<file path="config.mk">
export PLATFORM = sky130hd
export DESIGN_NAME = serializer_arbiter_flat
export DESIGN_NICKNAME = d
export VERILOG_FILES = /design/src/rtl/serializer_arbiter_if.sv /design/src/rtl/serializer_arbiter.sv /design/src/flat_wrapper.sv
export SDC_FILE = /design/constraint.sdc
export NUM_CORES = 1
export LEC_CHECK = 0
export BUFFER_PORTS_ARGS = -buffer_cell sky130_fd_sc_hd__buf_2
export CAP_MARGIN = 20
export CORE_UTILIZATION = 45
export DETAILED_ROUTE_END_ITERATION = 7
export HOLD_SLACK_MARGIN = 0.02
export PLACE_DENSITY = 0.82
export SETUP_SLACK_MARGIN = 0.5
export SLEW_MARGIN = 20
export SYNTH_ARGS = -nofsm -noshare
export SYNTH_HDL_FRONTEND = slang
export SYNTH_SLANG_ARGS = --single-unit
</file>
<file path="constraint.sdc">
create_clock -name clk -period 5.53 [get_ports clk]
set_clock_uncertainty 0.15 [all_clocks]
set_input_delay 0.553 -clock clk [delete_from_list [all_inputs] [get_ports clk]]
set_output_delay 0.553 -clock clk [all_outputs]
set_load 0.02 [all_outputs]
</file>
<file path="src/rtl/serializer_arbiter_if.sv">
// Bus bundle between the requesters/serializer side and serializer_arbiter.
//   modport master : environment side, drives req, req_data and ser_busy and
//                    observes the arbiter outputs.
//   modport slave  : arbiter side, samples req, req_data and ser_busy and
//                    drives gnt, done, ser_load, ser_data, active_id, idle
//                    and load_err.
// Signals:
//   req       [N_REQ]          per-requester level request
//   req_data  [N_REQ*P_WIDTH]  packed words, requester i at [i*P_WIDTH +: P_WIDTH]
//   gnt       [N_REQ]          one-hot pulse, requester word captured
//   done      [N_REQ]          one-hot pulse, serializer finished the word
//   ser_load                   load strobe to the serializer
//   ser_data  [P_WIDTH]        word presented to the serializer
//   ser_busy                   serializer busy flag
//   active_id [ID_W]           current owner, valid while idle is 0
//   idle                       high only while the arbiter is idle
//   load_err                   one-cycle pulse on a load timeout
interface serializer_arbiter_if #(
    parameter int unsigned N_REQ   = 4,
    parameter int unsigned P_WIDTH = 24
);
    localparam int unsigned ID_W = (N_REQ > 1) ? $clog2(N_REQ) : 1;

    logic [N_REQ-1:0]         req;
    logic [N_REQ*P_WIDTH-1:0] req_data;
    logic [N_REQ-1:0]         gnt;
    logic [N_REQ-1:0]         done;
    logic                     ser_load;
    logic [P_WIDTH-1:0]       ser_data;
    logic                     ser_busy;
    logic [ID_W-1:0]          active_id;
    logic                     idle;
    logic                     load_err;

    modport master (
        output req, req_data, ser_busy,
        input  gnt, done, ser_load, ser_data, active_id, idle, load_err
    );

    modport slave (
        input  req, req_data, ser_busy,
        output gnt, done, ser_load, ser_data, active_id, idle, load_err
    );
endinterface

</file>
<file path="src/rtl/serializer_arbiter.sv">
// Round-robin arbiter that feeds one parallel word at a time to a serializer.
// A granted word is captured into ser_data and offered with ser_load until the
// serializer raises ser_busy; when ser_busy falls again the owner gets a done
// pulse. A load that is never accepted within LOAD_TIMEOUT cycles is dropped
// with a load_err pulse. All outputs are registered.
// Ports:
//   clk    single clock, rising edge
//   rst_n  synchronous active-low reset
//   bus    serializer_arbiter_if slave modport (requests, serializer handshake,
//          grant/done/error indications)
module serializer_arbiter #(
    parameter int unsigned N_REQ        = 4,
    parameter int unsigned P_WIDTH      = 24,
    parameter int unsigned LOAD_TIMEOUT = 4
) (
    input logic                 clk,
    input logic                 rst_n,
    serializer_arbiter_if.slave bus
);
    localparam int unsigned ID_W  = (N_REQ > 1) ? $clog2(N_REQ) : 1;
    localparam int unsigned CNT_W = $clog2(LOAD_TIMEOUT + 1);

    typedef enum logic [1:0] {
        S_IDLE,
        S_LOAD,
        S_WAIT
    } state_e;

    state_e             state_q, state_d;
    logic [ID_W-1:0]    rr_ptr_q, rr_ptr_d;
    logic [ID_W-1:0]    active_id_q, active_id_d;
    logic [CNT_W-1:0]   cnt_q, cnt_d;
    logic [P_WIDTH-1:0] ser_data_q, ser_data_d;
    logic               ser_load_q, ser_load_d;
    logic [N_REQ-1:0]   gnt_q, gnt_d;
    logic [N_REQ-1:0]   done_q, done_d;
    logic               idle_q, idle_d;
    logic               load_err_q, load_err_d;

    logic [P_WIDTH-1:0] words [N_REQ];
    logic               sel_found;
    logic [ID_W-1:0]    sel_id;
    int unsigned        idx;

    for (genvar g = 0; g < N_REQ; g++) begin : g_unpack
        assign words[g] = bus.req_data[g*P_WIDTH +: P_WIDTH];
    end

    // First requester at or after rr_ptr, wrapping modulo N_REQ.
    always_comb begin
        sel_found = 1'b0;
        sel_id    = '0;
        idx       = 0;
        for (int unsigned k = 0; k < N_REQ; k++) begin
            idx = (32'(rr_ptr_q) + k) % N_REQ;
            if (!sel_found && bus.req[ID_W'(idx)]) begin
                sel_found = 1'b1;
                sel_id    = ID_W'(idx);
            end
        end
    end

    always_comb begin
        state_d     = state_q;
        rr_ptr_d    = rr_ptr_q;
        active_id_d = active_id_q;
        cnt_d       = cnt_q;
        ser_data_d  = ser_data_q;
        ser_load_d  = ser_load_q;
        gnt_d       = '0;
        done_d      = '0;
        load_err_d  = 1'b0;

        unique case (state_q)
            S_IDLE: begin
                ser_load_d = 1'b0;
                // A busy serializer left over from an abandoned transfer
                // blocks new grants until it goes quiet.
                if (sel_found && !bus.ser_busy) begin
                    ser_data_d    = words[sel_id];
                    active_id_d   = sel_id;
                    gnt_d[sel_id] = 1'b1;
                    ser_load_d    = 1'b1;
                    cnt_d         = '0;
                    rr_ptr_d      = ID_W'((32'(sel_id) + 1) % N_REQ);
                    state_d       = S_LOAD;
                end
            end
            S_LOAD: begin
                if (bus.ser_busy) begin
                    ser_load_d = 1'b0;
                    cnt_d      = '0;
                    state_d    = S_WAIT;
                end else if (cnt_q == CNT_W'(LOAD_TIMEOUT - 1)) begin
                    // This edge is the LOAD_TIMEOUT-th LOAD cycle.
                    ser_load_d = 1'b0;
                    load_err_d = 1'b1;
                    cnt_d      = '0;
                    state_d    = S_IDLE;
                end else begin
                    cnt_d = cnt_q + 1'b1;
                end
            end
            S_WAIT: begin
                if (!bus.ser_busy) begin
                    done_d[active_id_q] = 1'b1;
                    state_d             = S_IDLE;
                end
            end
            default: begin
                ser_load_d = 1'b0;
                state_d    = S_IDLE;
            end
        endcase

        idle_d = (state_d == S_IDLE);
    end

    always_ff @(posedge clk) begin
        if (!rst_n) begin
            state_q     <= S_IDLE;
            rr_ptr_q    <= '0;
            active_id_q <= '0;
            cnt_q       <= '0;
            ser_data_q  <= '0;
            ser_load_q  <= 1'b0;
            gnt_q       <= '0;
            done_q      <= '0;
            idle_q      <= 1'b1;
            load_err_q  <= 1'b0;
        end else begin
            state_q     <= state_d;
            rr_ptr_q    <= rr_ptr_d;
            active_id_q <= active_id_d;
            cnt_q       <= cnt_d;
            ser_data_q  <= ser_data_d;
            ser_load_q  <= ser_load_d;
            gnt_q       <= gnt_d;
            done_q      <= done_d;
            idle_q      <= idle_d;
            load_err_q  <= load_err_d;
        end
    end

    assign bus.gnt       = gnt_q;
    assign bus.done      = done_q;
    assign bus.ser_load  = ser_load_q;
    assign bus.ser_data  = ser_data_q;
    assign bus.active_id = active_id_q;
    assign bus.idle      = idle_q;
    assign bus.load_err  = load_err_q;
endmodule

</file>
<file path="src/flat_wrapper.sv">
// flat-port wrapper written by rule: the top's interface ports become plain ports
module serializer_arbiter_flat 
#(
    parameter int unsigned N_REQ        = 4,
    parameter int unsigned P_WIDTH      = 24,
    parameter int unsigned LOAD_TIMEOUT = 4
)
  (clk, rst_n, bus_req, bus_req_data, bus_ser_busy, bus_gnt, bus_done, bus_ser_load, bus_ser_data, bus_active_id, bus_idle, bus_load_err);
  serializer_arbiter_if #(.N_REQ(N_REQ), .P_WIDTH(P_WIDTH)) bus_i ();
  input logic clk;
  input logic rst_n;
  input wire logic [$bits(bus_i.req)-1:0] bus_req;
  input wire logic [$bits(bus_i.req_data)-1:0] bus_req_data;
  input wire logic [$bits(bus_i.ser_busy)-1:0] bus_ser_busy;
  output wire logic [$bits(bus_i.gnt)-1:0] bus_gnt;
  output wire logic [$bits(bus_i.done)-1:0] bus_done;
  output wire logic [$bits(bus_i.ser_load)-1:0] bus_ser_load;
  output wire logic [$bits(bus_i.ser_data)-1:0] bus_ser_data;
  output wire logic [$bits(bus_i.active_id)-1:0] bus_active_id;
  output wire logic [$bits(bus_i.idle)-1:0] bus_idle;
  output wire logic [$bits(bus_i.load_err)-1:0] bus_load_err;
  assign bus_i.req = bus_req;
  assign bus_i.req_data = bus_req_data;
  assign bus_i.ser_busy = bus_ser_busy;
  assign bus_gnt = bus_i.gnt;
  assign bus_done = bus_i.done;
  assign bus_ser_load = bus_i.ser_load;
  assign bus_ser_data = bus_i.ser_data;
  assign bus_active_id = bus_i.active_id;
  assign bus_idle = bus_i.idle;
  assign bus_load_err = bus_i.load_err;
  serializer_arbiter #(.N_REQ(N_REQ), .P_WIDTH(P_WIDTH), .LOAD_TIMEOUT(LOAD_TIMEOUT)) u_core (.clk(clk), .rst_n(rst_n), .bus(bus_i));
endmodule
</file>
# Word-level counts from Yosys, hierarchy flattened

Cells that the tools add are included.

Register bits: 44
Output and inout port bits: 37
Word-level logic and storage cells: 89

Multiplexer cells: 37
Bitwise gates (word level): 4
$add $sub $neg: 5
Eq/ne operators: 5
Order comparisons: 9
Reduce and logical (&&, ||, !) cells: 19

Operator list:

| operator                                                                             | number |
|---|---|
| 24-bit binary-select mux with 2-bit select                                           | 1 |
| 24-bit two-way mux                                                                   | 2 |
| 2-bit by 3-bit less-than comparator with 1-bit output (second input constant)        | 6 |
| 2-bit two-way mux                                                                    | 8 |
| 1-bit two-way mux                                                                    | 14 |
| 3-bit two-way mux                                                                    | 3 |
| 1-bit binary-select mux with 2-bit select                                            | 4 |
| 1-bit logical AND                                                                    | 6 |
| 2-bit one-hot mux with 3 select lines                                                | 1 |
| 3-bit one-hot mux with 2 select lines                                                | 1 |
| 2-bit AND reduction                                                                  | 3 |
| 3-bit OR reduction                                                                   | 2 |
| 2-bit by 1-bit adder with 2-bit output (second input constant)                       | 2 |
| 2-bit adder (second input constant)                                                  | 2 |
| 1-bit demux with 2-bit select                                                        | 2 |
| 2-bit by 1-bit greater-or-equal comparator with 1-bit output (second input constant) | 2 |
| 1-bit logical NOT                                                                    | 4 |
| 2-bit logical NOT                                                                    | 2 |
| 3-bit by 1-bit adder with 3-bit output (second input constant)                       | 1 |
| 3-bit by 2-bit == test with 1-bit output (second input constant)                     | 1 |
| 3-bit greater-or-equal comparator (second input constant)                            | 1 |
| 3-bit by 2-bit != test with 1-bit output (second input constant)                     | 1 |
| 1-bit inverter                                                                       | 3 |
| 2-bit inverter with 3-bit output                                                     | 1 |
| 6 further kinds                                                                      | 6 |

# Longest topological paths before layout

Gate-level depths: netlist of run 1.

Depth after elaboration: 16
Depth in mapped cells: 8
Depth with buffers taken out: 7

# Least setup slack after synthesis of run 1

No wires, ideal clock.

Path type: input-to-reg
Start point: in bus_ser_busy
End point: reg u_core.ser_data_q[0], in the netlist u_core.bus.ser_data[0]
Path buffers: 3
Arrival time: 1752 ps
Path slack: 3501 ps
Cell stages on the path: 7
Path through: or4_1 buf_2 and2_4 buf_6 buf_12 nand2_2 o221ai_2

Longest elaborated chain between the ends: 3

RTL lines:

| element                       | line                      | text |
|---|---|---|
| start, declared               | flat_wrapper.sv:14        | `input wire logic [$bits(bus_i.ser_busy)-1:0] bus_ser_busy;` |
| 1-bit logical NOT             | serializer_arbiter.sv:79  | `if (sel_found && !bus.ser_busy) begin` |
| 1-bit logical AND             | serializer_arbiter.sv:79  |  |
| 2-bit AND reduction (no line) | --                        |  |
| end signal, assigned          | serializer_arbiter.sv:136 | `ser_data_q <= ser_data_d;` |
| end, declared                 | serializer_arbiter.sv:33  | `logic [P_WIDTH-1:0] ser_data_q, ser_data_d;` |

No other way between the ends.
A chain may end at the register's enable or synchronous reset.

# Worst setup path in the final report of run 1

Start point: in bus_req[0]
End point: reg u_core.ser_data_q[16], in the netlist u_core.bus.ser_data[16]

Longest elaborated chain between the ends: 16

RTL lines:

| element                                                | line                     | text |
|---|---|---|
| start, declared                                        | flat_wrapper.sv:12       | `input wire logic [$bits(bus_i.req)-1:0] bus_req;` |
| 1-bit binary-select mux with 2-bit select              | serializer_arbiter.sv:56 | `if (!sel_found && bus.req[ID_W'(idx)]) begin` |
| 1-bit two-way mux (not written as such)                | serializer_arbiter.sv:56 |  |
| 1-bit two-way mux                                      | serializer_arbiter.sv:56 |  |
| 1-bit logical NOT                                      | serializer_arbiter.sv:56 |  |
| 1-bit logical AND                                      | serializer_arbiter.sv:56 |  |
| 1-bit two-way mux                                      | serializer_arbiter.sv:56 |  |
| 1-bit logical NOT                                      | serializer_arbiter.sv:56 |  |
| 1-bit logical AND                                      | serializer_arbiter.sv:56 |  |
| 1-bit two-way mux                                      | serializer_arbiter.sv:56 |  |
| 1-bit logical NOT                                      | serializer_arbiter.sv:56 |  |
| 1-bit logical AND                                      | serializer_arbiter.sv:56 |  |
| 2-bit two-way mux                                      | serializer_arbiter.sv:56 |  |
| 2-bit inverter with 3-bit output (not written as such) | serializer_arbiter.sv:80 | `ser_data_d = words[sel_id];` |
| 24-bit binary-select mux with 2-bit select             | serializer_arbiter.sv:80 |  |
| 24-bit two-way mux (not written as such) (2 in series) | serializer_arbiter.sv:80 |  |

Parallel ways exist; a longest one is shown, timed or not. The select of a mux whose other input is x is not followed.

==> results.toml, run 1 <==
[power_and_ir_drop]
p_seq_share_pct = 38.4
p_int_mw = 0.678
ir_drop_uv = 167
p_leak_nw = 1.54
clkPwrFrac_pct = 35.6
combPwrFrac_pct = 26.0
p_sw_share_pct = 28.0
p_per_area_nw_per_um2 = 290
power.switching_mw = 0.263
power.total_mw = 0.941

[clock_tree]
cts_resized = 0
cts_hold_buf = 0
cts_buffer_depth = 2
clk_pin_slew_worst_paths_ps = 80
cts_root_buf = "clkbuf_8"
post_cts_buffers = 0
htree_levels = 2
clock_latency_ps = 300
numCtsBuffers = 5
cts_sinks = 44
cts_tree = "yes"

[sta]
hold_viol_final = 0
worstMarginPinSlew_ps = 783
setup_slack_ps = 2830
period_share_pct = 48.8
period_minus_slack_ps = 2700
tns_ps = 0
hold_slack_ps = 313
setup_viol = 0
slew_violations = 0
rsz0062_at_grt = "no"
relSlewSlack_pct = 47.8
clock.fmax_mhz = 371

[floorplanning]
io_pins = 140
core-area_um2 = 5170
die_w_um = 75.7
rows = 26
initial_core_util_pct = 47.2
die_h_um = 75.7
dieArea_um2 = 5730

[grt]
grt_use_met3_pct = 5.16
grt_overflow_total = 0
grt_pass1_wl_um = 8700
grtUsageTotal_pct = 20.3
use_met2_pct = 39.5
top_usage_layer = "met2"
grt_pass1_vias = 2065
grt_max_degree = 28
antenna_found_initial = 0
grtUsageMet1_pct = 20.9

[routing]
postRouteAntennaNets = 0
drc = 0
drt_iter0_markers = 55
drt_wl_total_um = 5960
vias = 2164
dr.pass1.iters = 3
avgViaCountPerCell = 5.01
wl_per_cell_um = 13.8

[layout]
nFillCells = 445
fin_nets = 469
drive_gt1_share_pct = 53.9
syn2layout_area_growth_pct = 32.9
antenna_cells = 0

[synthesis]
syn-num-nets = 336
synth.avg_cell_area_um2 = 10.7
netlist_area_um2 = 2440
synthCells = 228
netlist.area_leader.share_pct = 36.0
ys_seq_area_share_pct = 36.0
synth_area_leaders = "dfxtp_1 (36%), mux2i_1 (20%), o221ai_2 (12%)"
synth.distinct_cells = 37
synth-seq-cells = 44
yosys_warnings = 0
synth_top_area_cell = "dfxtp_1"

[worst_hold_path]
worstHoldPathType = "flip-flop to flip-flop"

[placed_design]
port_buffers = 139
dpl.hpwl_um = 4530
dp_slack_ps = 2500
place_congestion = 0.833

[critical_path]
end_kind = "flip-flop"
start_kind = "input pin"
required_ps = 5550
crit_fanout = 27
crit_type = "input pin to flip-flop"
worstPathArrival_ps = 2710

[outcome]
outcome = "finished clean"

[run]
drv_cap = 0
## routing by layer
| metal | vias to the layer above | routed length (µm) |
|---|---|---|
| met2 | 74 | 3110 |
| met1 | 981 | 2400 |
| met4 | 0 | 57 |
| met3 | 7 | 394 |
| met5 | - | 0 |
| li1 | 1102 | - |
## cell usage in the layout, fill, tap and decap left out, types with 2 or more instances in the layout
cell type and n:
a21boi_0 4, a21oi_1 4, and2_1 4, buf_2 139
buf_4 2, bufinv_16 3, clkbuf_8 5, dfxtp_1 44
ha_1 5, inv_1 2, mux2i_1 48, nand2_1 16
nand2_2 20, nand2b_1 5, nor2_1 9, nor2b_1 5
nor3_1 4, nor4_1 2, o21ai_0 2, o221ai_1 5
o221ai_2 19
## final timing paths
path,cells past startpoint,from,endpoint,slack (ps)
min reg2reg,2,u_core.cnt_q[2],u_core.cnt_q[2],310
min,2,u_core.cnt_q[2],u_core.cnt_q[2],310
max reg2reg,6,u_core.rr_ptr_q[0],u_core.bus.ser_data[16],2890
max,7,bus_req[0],u_core.bus.ser_data[16],2830
## critical path: stages
cell	delay [ps]
buf_2	120
nor2b_1	140
nor3_1	230
o22a_2	720
buf_4	500
mux2i_1	300
o221ai_2	130
## through the flow
step                      util, %  area [µm²]  cells
after floorplan                 -        2440    228
after global placement       59.7        3090    424
after detailed placement     59.7        3090    424
after CTS                    62.8        3250    432
after global routing         62.8        3250    432
final                        62.8        3250    432
## area by class of cell
cell class	count	area [µm²]	area share, %
Tap cell	70	87.6	2.70
Sequential cell	44	881	27.1
Multi-Input combinational cell	166	1400	43.0
Timing Repair Buffer	141	711	21.9
Clock inverter	3	90.1	2.77
Inverter	3	11.3	0.347
Clock buffer	5	68.8	2.12
## power groups by stage
stage	combinational [mW]	clock, mW	sequential (mW)
3_3_place_gp	0.242	0	0.368
3_5_place_dp	0.247	0	0.368
4_1_cts	0.248	0.343	0.361
6_report	0.245	0.335	0.361
2_1_floorplan	0.151	0	0.397
5_1_grt	0.268	0.357	0.364
## state kept, by name (all words and copies together), names as in the netlist
signal                flops
u_core.state_q            2
u_core.bus.ser_data      24
u_core.bus.active_id      2
u_core.bus.ser_load       1
u_core.bus.done           4
u_core.bus.load_err       1
u_core.rr_ptr_q           2
u_core.cnt_q              3
u_core.bus.idle           1
u_core.bus.gnt            4
## logic make-up after synthesis
group	count (synthesis)	share of synthesized area [%]
AO/OA/AOI/OAI	40	18.2
buffers and inverters	18	6.81
adder cells (fa/ha/maj)	5	2.56
AND/OR/NAND/NOR	73	16.7
flip-flops	44	36.0
multiplexers	48	19.7
## synth_stat cells, drive strengths merged
cell,n
mux2i,48
and2,5
a211o,1
nor2b,5
nor4,2
inv,3
buf,14
ha,5
nor3b,1
a31oi,1
o32ai,1
nor2,10
a21boi,5
or4,1
nand3,1
and2b,1
nand2b,5
clkbuf,1
o22a,1
o221ai,24
nand2,36
a21oi,4
o31ai,1
nor3,4
and3,1
o21ai,2
dfxtp,44
or3,1
No activity file was read; power rests on OpenSTA's default activity.
==> run 2: changes to the inputs <==
--- a/config.mk
+++ b/config.mk
@@ -7,10 +7,10 @@
 export LEC_CHECK = 0
 export BUFFER_PORTS_ARGS = -buffer_cell sky130_fd_sc_hd__buf_2
 export CAP_MARGIN = 20
-export CORE_UTILIZATION = 45
+export CORE_UTILIZATION = 40
 export DETAILED_ROUTE_END_ITERATION = 7
 export HOLD_SLACK_MARGIN = 0.02
-export PLACE_DENSITY = 0.82
+export PLACE_DENSITY = 0.77
 export SETUP_SLACK_MARGIN = 0.5
 export SLEW_MARGIN = 20
 export SYNTH_ARGS = -nofsm -noshare
==> constraint.sdc (replaced) <==
create_clock -name clk -period 2.4 [get_ports clk]
set_clock_uncertainty 0.15 [all_clocks]
set_input_delay 0.24 -clock clk [delete_from_list [all_inputs] [get_ports clk]]
set_output_delay 0.24 -clock clk [all_outputs]
set_load 0.02 [all_outputs]
==> run 2 against run 1 <==
Net effect:
- critical path depth is the same
- final area grew 6.1%
- via count grew 2.7%
- sequential share of layout area shrank 1.5 points
==> results.toml, run 2 (synthesis results as in run 1) <==
[outcome]
outcome = "finished clean"

[sta]
relSlewSlack_pct = 71.7
hold_viol_final = 0
setup_viol = 0
period_share_pct = 77.2
rsz0062_at_grt = "yes"
setup_slack_ps = 548
period_minus_slack_ps = 1850
worstMarginPinSlew_ps = 425
tns_ps = 0
clock.fmax_mhz = 540
slew_violations = 0

[placed_design]
placedCellCount = 430
dp_slack_ps = 370
port_buffers = 139
dpl.hpwl_um = 4420
place_congestion = 0.816

[power_and_ir_drop]
p_seq_share_pct = 39.9
p_sw_share_pct = 31.4
p_int_mw = 1.44
combPwrFrac_pct = 32.4
p_per_area_nw_per_um2 = 608
p_leak_nw = 1.60
clkPwrFrac_pct = 27.6
ir_drop_uv = 426
power.switching_mw = 0.656

[routing]
vias = 2223
postRouteAntennaNets = 0
wl_per_cell_um = 14.2
dr.pass1.iters = 4
drt_wl_total_um = 6290
drc = 0
avgViaCountPerCell = 5.01
drt_iter0_markers = 55

[critical_path]
worstPathArrival_ps = 1880
required_ps = 2430
end_kind = "flip-flop"
rr_startpoint = "u_core.rr_ptr_q[0]"
ff2ff_path_depth = 7
reg2reg_to = "u_core.bus.ser_data[21]"
crit_fanout = 6
crit_type = "flip-flop to flip-flop"
ff2ff_setup_slack_ps = 550
start_kind = "flip-flop"

[clock_tree]
cts_sinks = 44
cts_tree = "yes"
cts_root_buf = "clkbuf_8"
cts_buffer_depth = 2
htree_levels = 2
clk_pin_slew_worst_paths_ps = 90
numCtsBuffers = 5
cts_hold_buf = 0
clock_latency_ps = 290

[layout]
postLayoutCoreUtil_pct = 58.2
regArea_um2 = 883
layout_commonest_cell = "buf_2"
nFillCells = 516
fin_nets = 476
largest_reg_flops = 24
multi_input_area_um2 = 1470
final_cell_mix = "buf_2 (139), dfxtp_1 (42), mux2i_1 (41)"
antenna_cells = 0
syn2layout_area_growth_pct = 40.9
finalNonFillerCells = 444
drive_gt1_share_pct = 58.0

[worst_hold_path]
worstHoldPathType = "input pin to flip-flop"
worstHoldPathCells = 3
hold_path_end = "u_core.state_q[1]"
min-delay-start = "bus_ser_busy"

[floorplanning]
dieArea_um2 = 6430
core-area_um2 = 5920
die_w_um = 80.2
die_h_um = 80.2
initial_core_util_pct = 41.3
rows = 28
io_pins = 140

[grt]
top_usage_layer = "met2"
grtUsageTotal_pct = 18.6
grt_use_met3_pct = 3.86
grt_pass1_wl_um = 9200
use_met2_pct = 37.0
grt_pass1_vias = 2092
grt_max_degree = 26
grtUsageMet1_pct = 19.6
antenna_found_initial = 0
grt_overflow_total = 0

[run]
drv_cap = 0
==> run 2: cell count changes in the layout (fill, tap and decap cells not counted), moves of 2 or more <==
cell | previous run | this run
mux2i_2 | 0 | 3
mux2i_1 | 48 | 41
dfxtp_2 | 0 | 2
nor2b_1 | 5 | 3
buf_16 | 0 | 2
mux2i_4 | 0 | 4
dfxtp_1 | 44 | 42
nor2b_2 | 0 | 2
bufinv_16 | 3 | 1
buf_12 | 0 | 4
==> run 2: layer usage <==
| metal | vias to the layer above | wire, µm |
|---|---|---|
| met1 | 1033 | 2480 |
| li1 | 1111 | - |
| met3 | 2 | 469 |
| met2 | 77 | 3330 |
| met4 | 0 | 17 |
| met5 | - | 0 |
==> run 2: timing repair <==
item,4_1_cts,5_1_grt
resized for setup,6,12
endpoints found under the hold margin,0,0
cloned,2,1
setup endpoints to repair,27,17
buffers inserted,1,2
pin swaps,1,2
==> run 2: how the worst max path moves through the flow <==
stage	from	cells after the start	to
floorplan	u_core.state_q[0]	7	u_core.bus.ser_data[0]
global placement	bus_req[0]	7	u_core.bus.ser_data[5]
detailed placement	bus_req[0]	8	u_core.bus.gnt[2]
CTS	u_core.rr_ptr_q[0]	7	u_core.rr_ptr_q[1]
global route	u_core.rr_ptr_q[0]	8	u_core.rr_ptr_q[1]
finish	u_core.rr_ptr_q[0]	7	u_core.bus.ser_data[21]
==> run 2: worst max-delay path, stage by stage (launching register included) <==
cell	delay, ps
dfxtp_2	380
nor2b_2	60
nor3_2	190
o22a_2	250
buf_4	170
clkbuf_16	180
mux2i_2	240
o221ai_2	120
==> run 2: metrics by stage <==
stage               hold slack [ps]  power, mW  instance area (µm²)
floorplan                       218       1.26                 2440
global placement                269       1.42                 3140
detailed placement              269       1.43                 3140
CTS                            57.5       2.06                 3340
global route                   73.2       2.20                 3440
finish                         64.2       2.09                 3440
==> run 2: cell type report <==
type                       instances  area share, %
clock buffer                       5           2.00
inverter                           3          0.327
multi-input combinational        166           42.7
sequential                        44           25.7
tap                               75           2.73
timing repair buffer             148           25.3
clock inverter                     3           1.34
==> run 2: power groups by stage <==
stage          Combinational [mW]  Clock [mW]  Sequential (mW)
2_1_floorplan               0.348           0            0.915
3_3_place_gp                0.569           0            0.848
3_5_place_dp                0.584           0            0.850
5_1_grt                     0.733       0.623            0.842
4_1_cts                     0.634       0.594            0.835
6_report                    0.679       0.578            0.835
==> run 3: changes to the inputs <==
--- a/config.mk
+++ b/config.mk
@@ -5,9 +5,10 @@
 export SDC_FILE = /design/constraint.sdc
 export NUM_CORES = 1
 export LEC_CHECK = 0
+export ABC_AREA = 1
 export BUFFER_PORTS_ARGS = -buffer_cell sky130_fd_sc_hd__buf_2
 export CAP_MARGIN = 20
-export CORE_UTILIZATION = 40
+export CORE_UTILIZATION = 42
 export DETAILED_ROUTE_END_ITERATION = 7
 export HOLD_SLACK_MARGIN = 0.02
 export PLACE_DENSITY = 0.77
==> constraint.sdc (replaced) <==
create_clock -name clk -period 1.6 [get_ports clk]
set_clock_uncertainty 0.15 [all_clocks]
set_input_delay 0.16 -clock clk [delete_from_list [all_inputs] [get_ports clk]]
set_output_delay 0.16 -clock clk [all_outputs]
set_load 0.02 [all_outputs]
==> run 3 against run 2 <==
Net effect:
- the flow now finishes with violations (design-rule violations, negative setup slack)
- synthesized area up 15%
- largest cell class unchanged
- critical endpoint is now u_core.cnt_q[1]
- highest routed layer unchanged
- fmax shrank 13%
- worst setup slack got worse by 1100 ps
==> results.toml, run 3 <==
[outcome]
outcome = "finished, violations left"
failed_checks = "design-rule violations, negative setup slack"

[clock_tree]
htree_levels = 2
clk_pin_slew_worst_paths_ps = 90
cts_root_buf = "clkbuf_8"
cts_tree = "yes"
numCtsBuffers = 5
clock_latency_ps = 300
cts_sinks = 44
cts_buffer_depth = 2

[synthesis]
synth.avg_cell_area_um2 = 5.76
synth_most_common_cell = "nand2_1"
synth_flop_cell = "dfxtp_1"
synthCells = 489
synth_edf_count = 0
synth_top_area_cell = "dfxtp_1"
synth_area_leaders = "dfxtp_1 (31%), nand2_1 (31%), nand3_1 (9.2%)"
synth_top_cells_by_count = "nand2_1 (234), nand3_1 (52), inv_1 (45), nor2_1 (45), dfxtp_1 (44)"
postSynth.asyncResetShare_pct = 0
yosys_warnings = 0
netlist.area_leader.share_pct = 31.3
netlist_area_um2 = 2820
syn-num-nets = 597
ys_seq_area_share_pct = 31.3
synth-seq-cells = 44
synth.distinct_cells = 22

[routing]
drt_wl_total_um = 10500
drc = 22
vias = 3856
postRouteAntennaNets = 0
avgViaCountPerCell = 4.98
dr.pass1.iters = 8
wl_per_cell_um = 13.6
drt_iter0_markers = 224

[layout]
final_cell_mix = "nand2_1 (195), buf_2 (102), buf_6 (43)"
layout_commonest_cell = "nand2_1"
finalNonFillerCells = 774
fin_nets = 804
postLayoutCoreUtil_pct = 80.4
syn2layout_area_growth_pct = 83.3
largest_reg_flops = 24
nFillCells = 400
antenna_cells = 0
fin_area_um2 = 5160
drive_gt1_share_pct = 47.6

[sta]
hold_viol_final = 0
tns_ps = -18010
setup_viol = 38
worstMarginPinSlew_ps = 543
slew_violations = 0
relSlewSlack_pct = 63.8
period_minus_slack_ps = 2140
clock.fmax_mhz = 467
setup_slack_ps = -540
rsz0062_at_grt = "yes"
period_share_pct = 134

[grt]
grt_max_degree = 26
grt_overflow_total = 0
antenna_found_initial = 0
grt_pass1_wl_um = 15400
grt_pass1_vias = 3482
grtUsageTotal_pct = 26.6

[power_and_ir_drop]
p_leak_nw = 2.81
power.total_mw = 11.7
ir_drop_uv = 1940
p_per_area_nw_per_um2 = 2260

[placed_design]
placedCellCount = 714
dpl.hpwl_um = 6070
port_buffers = 139
place_congestion = 0.917
post_dp_cell_area_um2 = 3840

[critical_path]
required_ps = 1670
ff2ff_path_depth = 14
crit_type = "flip-flop to flip-flop"
end_kind = "flip-flop"
rr_startpoint = "u_core.rr_ptr_q[1]"
reg2reg_to = "u_core.cnt_q[1]"
crit_fanout = 9
worstPathArrival_ps = 2210
ff2ff_setup_slack_ps = -540
start_kind = "flip-flop"

[floorplanning]
die_w_um = 83.9
dieArea_um2 = 7040
core-area_um2 = 6420
die_h_um = 83.9
rows = 29
io_pins = 140
initial_core_util_pct = 43.9

[run]
drv_cap = 0

[worst_hold_path]
min-delay-start = "bus_req_data[52]"
worstHoldPathCells = 5
worstHoldPathType = "input pin to flip-flop"
hold_path_end = "u_core.bus.ser_data[4]"
run 3: cell types whose count changed after synthesis, moves of 6 or more:
cell / before / now
nand2_1: 16 / 234
nand3_1: 0 / 52
mux2i_1: 48 / 0
inv_1: 2 / 45
nor2_1: 9 / 45
o221ai_2: 19 / 0
nand2_2: 20 / 3
o21ai_1: 0 / 7
buf_2: 2 / 8
run 3: metrics by stage:
stage | setup slack (ps) | hold slack (ps)
global route | -625 | 39.4
global placement | -451 | 288
detailed placement | -529 | 291
CTS | -372 | 20.8
finish | -540 | 22.0
floorplan | -283 | 159
run 3: what timing repair did:
action,in CTS,in global routing
gates resized for setup,101,112
endpoints found under the hold margin,15,0
cloned,3,1
hold buffers,27,0
pin swaps,9,11
endpoints found under the setup margin,74,80
setup buffers,6,15
run 3: cells by family after synthesis:
group           after synthesis  synth area share (%)
buf+inv                      70                  11.2
fa+ha+maj                     5                  2.22
simple gates                348                  51.3
compound gates               22                  4.09
flops                        44                  31.3
run 3: worst max-delay path by stage:
stage | slack, ps | cells after the start | start | to
final | -540 | 14 | u_core.rr_ptr_q[1] | u_core.cnt_q[1]
after detailed placement | -530 | 14 | u_core.rr_ptr_q[0] | u_core.bus.ser_data[16]
after global routing | -630 | 14 | u_core.rr_ptr_q[0] | u_core.cnt_q[1]
after global placement | -450 | 14 | u_core.rr_ptr_q[0] | u_core.bus.ser_data[16]
after floorplan | -280 | 13 | u_core.rr_ptr_q[1] | u_core.rr_ptr_q[1]
after CTS | -370 | 12 | u_core.rr_ptr_q[0] | u_core.rr_ptr_q[1]
run 3: critical path, stage by stage (launching register included):
cell and delay (ps):
dfxtp_4 380, inv_2 70, nand2_1 110, nand2_4 90, nand2_4 90, nand2_4 70
nor2_4 190, nand3_4 140, buf_6 160, nand2_8 70, clkinv_8 80, buf_12 150
nor2_4 90, nand2_1 70, a21oi_1 160
run 3: area by class of cell:
cell class | instances | area [µm²] | share of cell area (%)
clock buffer | 5 | 68.8 | 1.33
clock inverter | 3 | 46.3 | 0.897
tap | 77 | 96.3 | 1.87
multi-input combinational | 376 | 2010 | 38.9
inverter | 50 | 231 | 4.48
sequential | 44 | 932 | 18.1
timing repair buffer | 219 | 1780 | 34.5
run 3: per-layer routing:
layer	share of wire (%)	wire length (µm)	global-route usage, %
met1	39	4100	29.8
met2	51	5380	49.3
met3	6.9	724	6.53
met5	0	0	0
met4	3.1	321	7.99
run 3: report_power, final:
part	switching (mW)	leakage [nW]	internal [mW]	total (mW)
logic	4.90	2.38	3.99	8.89
registers	0.320	0.376	1.57	1.89
clock network	0.409	0.0548	0.471	0.880
total	5.63	2.81	6.03	11.7
